<file path="src/rtl/pdet_pkg.sv">
// Shared types and default widths for the pattern-detector scan controller.
package pdet_pkg;

    localparam int WORD_W_DEF = 8;
    localparam int CNT_W_DEF  = 16;

    typedef enum logic [1:0] {
        ST_IDLE  = 2'd0,
        ST_SHIFT = 2'd1,
        ST_DRAIN = 2'd2,
        ST_DONE  = 2'd3
    } state_t;

endpackage

</file>
<file path="src/rtl/pdet_serializer.sv">
// MSB-first parallel-to-serial shifter with a per-word beat index; load wins over shift.
// One bit per cycle while shift is high; final_beat flags the last bit of the word.
module pdet_serializer
    import pdet_pkg::*;
#(
    parameter int WORD_W = WORD_W_DEF
) (
    input  logic              clk_i,
    input  logic              rst_i,
    input  logic              load,
    input  logic [WORD_W-1:0] word,
    input  logic              shift,
    output logic              msb,
    output logic              final_beat
);

    localparam int IDX_W = (WORD_W > 1) ? $clog2(WORD_W) : 1;

    logic [WORD_W-1:0] sreg_q;
    logic [IDX_W-1:0]  idx_q;

    always_ff @(posedge clk_i) begin
        if (rst_i) begin
            sreg_q <= '0;
            idx_q  <= '0;
        end else if (load) begin
            sreg_q <= word;
            idx_q  <= '0;
        end else if (shift) begin
            sreg_q <= sreg_q << 1;
            idx_q  <= idx_q + IDX_W'(1);
        end
    end

    assign msb        = sreg_q[WORD_W-1];
    assign final_beat = (idx_q == IDX_W'(WORD_W - 1));

endmodule

</file>
<file path="src/rtl/pdet_scan_ctrl.sv">
// Feeds framed words bit-serially to a detector and counts its hits; PDET_CTRL_IRQ_EN adds a threshold irq.
// First bit one cycle after accept; words back-to-back with no gap; ready drops for DRAIN/DONE at frame end.
module pdet_scan_ctrl
    import pdet_pkg::*;
#(
    parameter int WORD_W = WORD_W_DEF,
    parameter int CNT_W  = CNT_W_DEF
) (
    input  logic              clk_i,
    input  logic              rst_i,
    input  logic [WORD_W-1:0] word_i,
    input  logic              word_valid_i,
    output logic              word_ready_o,
    input  logic              last_i,
    output logic              det_data_o,
    output logic              det_valid_o,
    output logic              det_rst_o,
    input  logic              det_hit_i,
    output logic [CNT_W-1:0]  hit_cnt_o,
    output logic              busy_o,
    output logic              frame_done_o,
    input  logic [CNT_W-1:0]  thresh_i,
    output logic              irq_o,
    input  logic              irq_clr_i
);

    state_t            state_q, state_d;
    logic              last_q;
    logic              frame_open_q;
    logic              det_valid_q;
    logic [CNT_W-1:0]  cnt_q;
    logic              accept;
    logic              ser_msb;
    logic              ser_final;
    logic              hit_inc;
    logic              cnt_sat;

    assign accept  = word_valid_i & word_ready_o;
    assign hit_inc = det_hit_i & det_valid_q;
    assign cnt_sat = &cnt_q;

    pdet_serializer #(.WORD_W(WORD_W)) u_ser (
        .clk_i      (clk_i),
        .rst_i      (rst_i),
        .load       (accept),
        .word       (word_i),
        .shift      (state_q == ST_SHIFT),
        .msb        (ser_msb),
        .final_beat (ser_final)
    );

    always_ff @(posedge clk_i) begin
        if (rst_i) state_q <= ST_IDLE;
        else       state_q <= state_d;
    end

    always_comb begin
        state_d = state_q;
        case (state_q)
            ST_IDLE:  if (accept) state_d = ST_SHIFT;
            ST_SHIFT: begin
                if (ser_final) begin
                    if (last_q)       state_d = ST_DRAIN;
                    else if (!accept) state_d = ST_IDLE;
                end
            end
            ST_DRAIN: state_d = ST_DONE;
            ST_DONE:  state_d = ST_IDLE;
            default:  state_d = ST_IDLE;
        endcase
    end

    // Outputs are forced to their reset values for as long as rst_i is held.
    always_comb begin
        word_ready_o = 1'b0;
        det_valid_o  = 1'b0;
        det_data_o   = 1'b0;
        det_rst_o    = rst_i;
        frame_done_o = 1'b0;
        busy_o       = 1'b0;
        if (!rst_i) begin
            busy_o = (state_q != ST_IDLE);
            case (state_q)
                ST_IDLE:  word_ready_o = 1'b1;
                ST_SHIFT: begin
                    det_valid_o  = 1'b1;
                    det_data_o   = ser_msb;
                    word_ready_o = ser_final & ~last_q;
                end
                ST_DONE: begin
                    frame_done_o = 1'b1;
                    det_rst_o    = 1'b1;
                end
                default: ;
            endcase
        end
    end

    // The detector answers one cycle late, so det_valid_q qualifies the hit input.
    always_ff @(posedge clk_i) begin
        if (rst_i) begin
            last_q       <= 1'b0;
            frame_open_q <= 1'b0;
            det_valid_q  <= 1'b0;
            cnt_q        <= '0;
        end else begin
            det_valid_q <= det_valid_o;
            if (accept) begin
                last_q       <= last_i;
                frame_open_q <= 1'b1;
            end else if (state_q == ST_DONE) begin
                frame_open_q <= 1'b0;
            end
            if (accept && !frame_open_q)  cnt_q <= '0;
            else if (hit_inc && !cnt_sat) cnt_q <= cnt_q + CNT_W'(1);
        end
    end

    assign hit_cnt_o = cnt_q;

`ifdef PDET_CTRL_IRQ_EN
    logic irq_q;
    logic irq_set;

    assign irq_set = hit_inc & ~cnt_sat & (thresh_i != '0) &
                     ((cnt_q + CNT_W'(1)) == thresh_i);

    always_ff @(posedge clk_i) begin
        if (rst_i)          irq_q <= 1'b0;
        else if (irq_set)   irq_q <= 1'b1;
        else if (irq_clr_i) irq_q <= 1'b0;
    end

    assign irq_o = irq_q;
`else
    logic unused_irq_inputs;
    assign unused_irq_inputs = ^{thresh_i, irq_clr_i};
    assign irq_o = 1'b0;
`endif

endmodule

</file>
<file path="config.mk">
export PLATFORM = sky130hd
export DESIGN_NAME = pdet_scan_ctrl
export DESIGN_NICKNAME = d
export VERILOG_FILES = /design/src/rtl/pdet_pkg.sv /design/src/rtl/pdet_serializer.sv /design/src/rtl/pdet_scan_ctrl.sv
export SDC_FILE = /design/constraint.sdc
export NUM_CORES = 1
export LEC_CHECK = 0
export ABC_AREA = 1
export CAP_MARGIN = 20
export CORE_MARGIN = 1
export CORE_UTILIZATION = 40
export CTS_CLUSTER_SIZE = 14
export DETAILED_ROUTE_END_ITERATION = 10
export HOLD_SLACK_MARGIN = 0.02
export PLACE_DENSITY = 0.79
export SYNTH_ARGS = -nofsm -noshare
export SYNTH_HDL_FRONTEND = slang
export SYNTH_SLANG_ARGS = --single-unit
</file>
<file path="constraint.sdc">
create_clock -name clk_i -period 1.59 [get_ports clk_i]
set_input_delay 0.2385 -clock clk_i [delete_from_list [all_inputs] [get_ports clk_i]]
set_output_delay 0.2385 -clock clk_i [all_outputs]
set_load 0.01 [all_outputs]
</file>
==> results_dict.tcl, run 1 <==
set metrics [dict create \
    outcome "finished, final reports clean" \
    grt_pass1_vias 1644 \
    layout.nets 351 \
    rsz0062_at_grt "true" \
    design_area_um2 2520 \
    synth_warnings 0 \
    syn_area_per_cell_um2 6.86 \
    viasPerCell 5.06 \
    drive_above_1_share_pct 24.1 \
    dpl-instance-area_um2 2340 \
    seq_power_share_pct 48.9 \
    clock_latency_ps 280 \
    p_comb_share_pct 13.6 \
    cp_top_family "flip-flops" \
    io_buffer_count 34 \
    netSwitchingPower_mw 0.443 \
    final.period_utilization_pct 98.7 \
    initial_core_util_pct 43.0 \
    fp.dieH_um 68.5 \
    dp_hpwl_um 3030 \
    critPathKind "flop to output port" \
    cpMaxStageDelayCell "dfxtp_2" \
    post-place-cells 357 \
    layout_commonest_cell "nand2_1" \
    hold_buffers 0 \
    routabilityCongestion 0.835 \
    grt_usage_pct 20.1 \
    die-area_um2 4690 \
    r2r_start "u_ser.idx_q[1]" \
    cp_cell_sequence "ha_4 -> ha_4 -> nand2_2 -> nand2_2 -> and3_4 -> buf_6" \
    p_total_mw 1.74 \
    p_clk_share_pct 37.5 \
    io_pins 53 \
    num_vias 1867 \
    cts_sinks 32 \
    antenna_found_initial 0 \
    clock_skew_ps 3.96 \
    ant_nets 0 \
    crit_buf_inv 1 \
    num_antenna_cells 0 \
    ir_drop_mv 0.488 \
    wirelength_um 4280 \
    dp_slack_ps -201 \
    hold_class "flop to flop" \
    ys_seq_elements 32 \
    power_leakage_nw 1.00 \
    power_density_nw_per_um2 689 \
    required_ps 1350 \
    wire_per_inst_um 11.6 \
    grt_first_pass_wirelength_um 7070 \
    crit_path_max_fanout 2 \
    setup_violations 0 \
    mostFrequentLayoutCells "nand2_1, nor2_1, dfxtp_1, clkdlybuf4s50_1, buf_4" \
    fin_ws_ps 21.0 \
    clk_pin_slew_worst_paths_ps 70 \
    drt_iter0_drc 112 \
    area_growth_pct 42.5 \
    coreArea_um2 4120 \
    slew_viol_final 0 \
    cap_violations 0 \
    min_period_ps 1570 \
    fmax_ghz 0.637 \
    sw_frac_of_total_pct 25.5 \
    cts_tree "built" \
    gr-total-overflow 0 \
    hold_viol_final 0 \
    grt_max_degree 17 \
    cts_buffers 5 \
    seq_area_frac_synth_pct 36.2 \
    fillCellCount 383 \
    critPathLaunch "u_ser.idx_q[1]" \
    root_buffer "clkbuf_8" \
    syn_nets 291 \
    fin_tns_setup_ps 0 \
    slowest_delay_ps 340 \
    h-tree-depth 2 \
    hold_start "frame_open_q" \
    start_kind "flop" \
    cp-end-kind "output port" \
    cts_buffer_depth 2 \
    row_count 23 \
    intPower_mw 1.29 \
    ys_types 29 \
    cp.arrival_ps 1330 \
    drtPass1Iterations 4 \
    hold_ws_ps 490 \
    die_width_um 68.5 \
    final_cells 369 \
    drc_errors 0 \
    syn_inst 258 \
    netlist_area_um2 1770 \
    postLayoutCoreUtil_pct 61.3 \
]
==> cell usage after synthesis, drive strengths merged <==
cell type | n | area, um2
clkbuf | 1 | 3.75
conb | 1 | 3.75
and3 | 1 | 6.26
inv | 19 | 71.3
clkinv | 1 | 3.75
nand4 | 6 | 43.8
a21oi | 22 | 148
o21ai | 6 | 30.0
nand2 | 99 | 389
nand3 | 12 | 60.1
dfxtp | 32 | 641
xor2 | 5 | 43.8
ha | 3 | 37.5
buf | 7 | 48.8
xnor2 | 3 | 26.3
nor2 | 31 | 136
nor3 | 1 | 5.00
a211oi | 7 | 52.6
o21bai | 1 | 18.8
==> cells by family after synthesis <==
logic type / synth area share, %
AND/OR/NAND/NOR: 36.2
flip-flops: 36.2
buffers and inverters: 7.21
XOR/XNOR: 3.96
adder cells (fa/ha/maj): 2.12
other: 0.212
AO/OA/AOI/OAI: 14.1
==> tightest hold or removal path, cell delays in order (launching register included) <==
cell and delay (ps):
dfxtp_1 320, nand3_1 80, nand2_1 50
==> area by class of cell <==
class / count / area, um2 / area share, %
clock buffer: 6 / 82.6 / 3.28
clock inverter: 2 / 10.0 / 0.397
inverter: 20 / 78.8 / 3.13
multi-input combinational: 198 / 1050 / 41.8
sequential: 32 / 649 / 25.8
tap: 50 / 62.6 / 2.48
timing repair buffer: 61 / 583 / 23.1
==> layer usage <==
| metal | part of all wire, % | up-vias | global-route usage, % |
|---|---|---|---|
| li1 | - | 947 | - |
| met1 | 42 | 858 | 22.9 |
| met2 | 51 | 55 | 34.6 |
| met3 | 5.4 | 7 | 5.59 |
| met4 | 1.8 | 0 | 9.38 |
| met5 | 0 | - | 0 |
==> flip-flops by register name, indices dropped and copies added (netlist names), named ones only <==
register      count
frame_open_q      1
u_ser.idx_q       3
det_valid_q       1
last_q            1
hit_cnt_o        16
u_ser.sreg_q      8
state_q           1
==> timing repair <==
| item | CTS | global route |
|---|---|---|
| pin swaps | 0 | 2 |
| endpoints found under the hold margin | 0 | 0 |
| setup endpoints to repair | 24 | 26 |
| setup buffers | 0 | 4 |
| gates resized for setup | 16 | 17 |
==> power groups by stage <==
stage | registers [mW] | clock network, mW | logic [mW]
global placement | 0.863 | 0 | 0.213
CTS | 0.847 | 0.665 | 0.212
detailed placement | 0.864 | 0 | 0.217
finish | 0.850 | 0.652 | 0.236
floorplan | 0.862 | 0 | 0.118
global route | 0.853 | 0.705 | 0.261
==> final timing paths <==
kind,end,slack (ps),cells past startpoint
min reg2reg,frame_open_q,490,2
max,word_ready_o,20,6
max reg2reg,hit_cnt_o[3],100,8
min,frame_open_q,490,2
Note: power is estimated with default switching activity, not from simulation.
==> run 2, diff against run 1 <==
Settings changed: SLEW_MARGIN set to 20.
==> results of run 2 <==
Final layout, timing and power as in run 1 (identical DEF).
==> run 3, diff against run 2 <==
Settings changed: RECOVER_POWER set to 25.
==> results of run 3 <==
Final layout, timing and power as in run 1 (identical DEF).
==> edit (flow settings as in run 2) <==
Change the package constant `WORD_W_DEF` from 8 to 32.
--- a/src/rtl/pdet_pkg.sv
+++ b/src/rtl/pdet_pkg.sv
@@ -3,3 +3,3 @@
 
-    localparam int WORD_W_DEF = 8;
+    localparam int WORD_W_DEF = 32;
     localparam int CNT_W_DEF  = 16;
Interface: changed (resized word_i); port bits go from 53 to 77. No check against the original RTL was run, so the function may have changed too.
==> edit against run 2 <==
  * Die area is 70% higher
  * The flow now finishes with violations (setup timing)
  * Clock skew is 0.0048 ns higher
  * Cell area is 99% higher
  * Routed wire length is 120% higher
  * Sequential cell count is 26 higher
  * Highest routed layer unchanged
  * Area after synthesis is 72% higher
  * Total power is 120% higher
  * Setup slack worse by 0.29 ns
  * Register-to-register slack worse by 0.31 ns
  * Count of clock-buffer cells in the layout is 6 higher
==> edit: results (changes against run 2) <==
Global route
  – Met1 Usage GRT: 24.8% (+1.9 points)
  – Tot GR Track Use: 24.9% (+4.8 points)
  – GRT met2 Usage: 46.8% (+12 points)
  – Largest net degree at the start of global routing: 39 (+22)
  – GR Layer Usage met3: 5.54% (-0.052 points)

Synth
  – Net Count, Synth: 514 (+77%)
  – Unique masters post-synth: 30 (+3.4%)
  – Synth top cells by count: nand2_1, dfxtp_1, nor2_1

Layout
  – Number of flip-flops in the largest register: 32 (+16)
  – Final layout net count: 611 (+74%)
  – Layout cells sized above 1: 31.5% (+7.4 points)

Routing
  – Initial DRC Count: 127 (+13%)
  – Vias/cell: 5.09 (+0.51%)
  – Wire per inst: 14.4 microns (+24%)
  – DRT Wirelength: 9.46 mm (+120%)

Timing
  – Worst Setup Slack, final: -0.268 ns (-0.290 ns)
  – Final Setup Violations: 56 (+56)
  – Setup_tns: -7.39 ns (-7.39 ns)
  – Clock skew: 0.00872 ns (+0.00476 ns)

Placement
  – Pre-CTS setup slack: -0.330 ns (-0.129 ns)
  – GP Congestion: 0.842 (+0.80%)

Critical path
  – Top delay family on crit path: simple AND/OR/NAND/NOR gates
  – Crit path DAT: 1.62 ns (+0.29 ns)

Pwr
  – Leak: 2.08 nW (+110%)

Run status
  – Failing checks: setup timing
  – Status: finished, violations left

Clock tree
  – H-tree depth: 3 (+1)
  – TritonCTS buffer count: 9 (+4)
==> edit: cell families (layout without fill, tap and decap cells) <==
logic type | Yosys count | count (layout) | synth area share [%]
other | 1 | 1 | 0.123
AO/OA/AOI/OAI | 58 | 58 | 14.1
adder cells (fa/ha/maj) | 3 | 3 | 1.23
buffers and inverters | 72 | 173 | 10.2
AND/OR/NAND/NOR | 256 | 256 | 33.7
flip-flops | 58 | 58 | 38.1
XOR/XNOR | 9 | 9 | 2.59
==> edit: final timing paths <==
| check | start | endpoint | slack, ns | cells past startpoint |
|---|---|---|---|---|
| worst max register to register | u_ser.idx_q[0] | u_ser.sreg_q[6] | -0.21 | 11 |
| worst max-delay path | u_ser.idx_q[0] | word_ready_o | -0.27 | 9 |
| worst min-delay path | rst_i | det_valid_q | 0.48 | 3 |
| worst min register to register | last_q | flip-flop | 0.49 | 2 |
==> edit: routing by layer <==
metal / share of wire [%] / up-vias
met5: 0 / -
met4: 3.8 / 0
met3: 4.9 / 37
met2: 53 / 130
met1: 38 / 1547
li1: - / 1627
==> edit: area by class of cell <==
cell class                      count  area share (%)
Multi-Input combinational cell    327            42.4
Timing Repair Buffer              108            24.4
Sequential cell                    58            23.3
Inverter                           50            3.75
Clock buffer                       12            2.90
Tap cell                           99            2.47
Clock inverter                      3           0.799
==> edit: what timing repair did <==
item	CTS	global route
setup buffers	6	1
gates cloned	7	2
pin swaps	7	11
resized for setup	131	41
endpoints found under the setup margin	67	67
==> edit: report_power, final <==
group	switching, W	total [W]	internal (W)
registers	0.0000492	0.00158	0.00153
logic	0.000419	0.000809	0.000390
clock network	0.000597	0.00135	0.000754
total	0.00107	0.00374	0.00268
==> edit: stage by stage <==
step	total power, W	util [%]
after floorplan	0.00190	-
after global placement	0.00208	54.5
after detailed placement	0.00209	54.5
after CTS	0.00365	66.5
after global routing	0.00388	68.7
final	0.00374	68.7
==> edit: tightest hold or removal path, cell delays in order <==
cell           delay (ns)
dlygate4sd2_1        0.27
buf_4                0.20
nor2_1               0.06
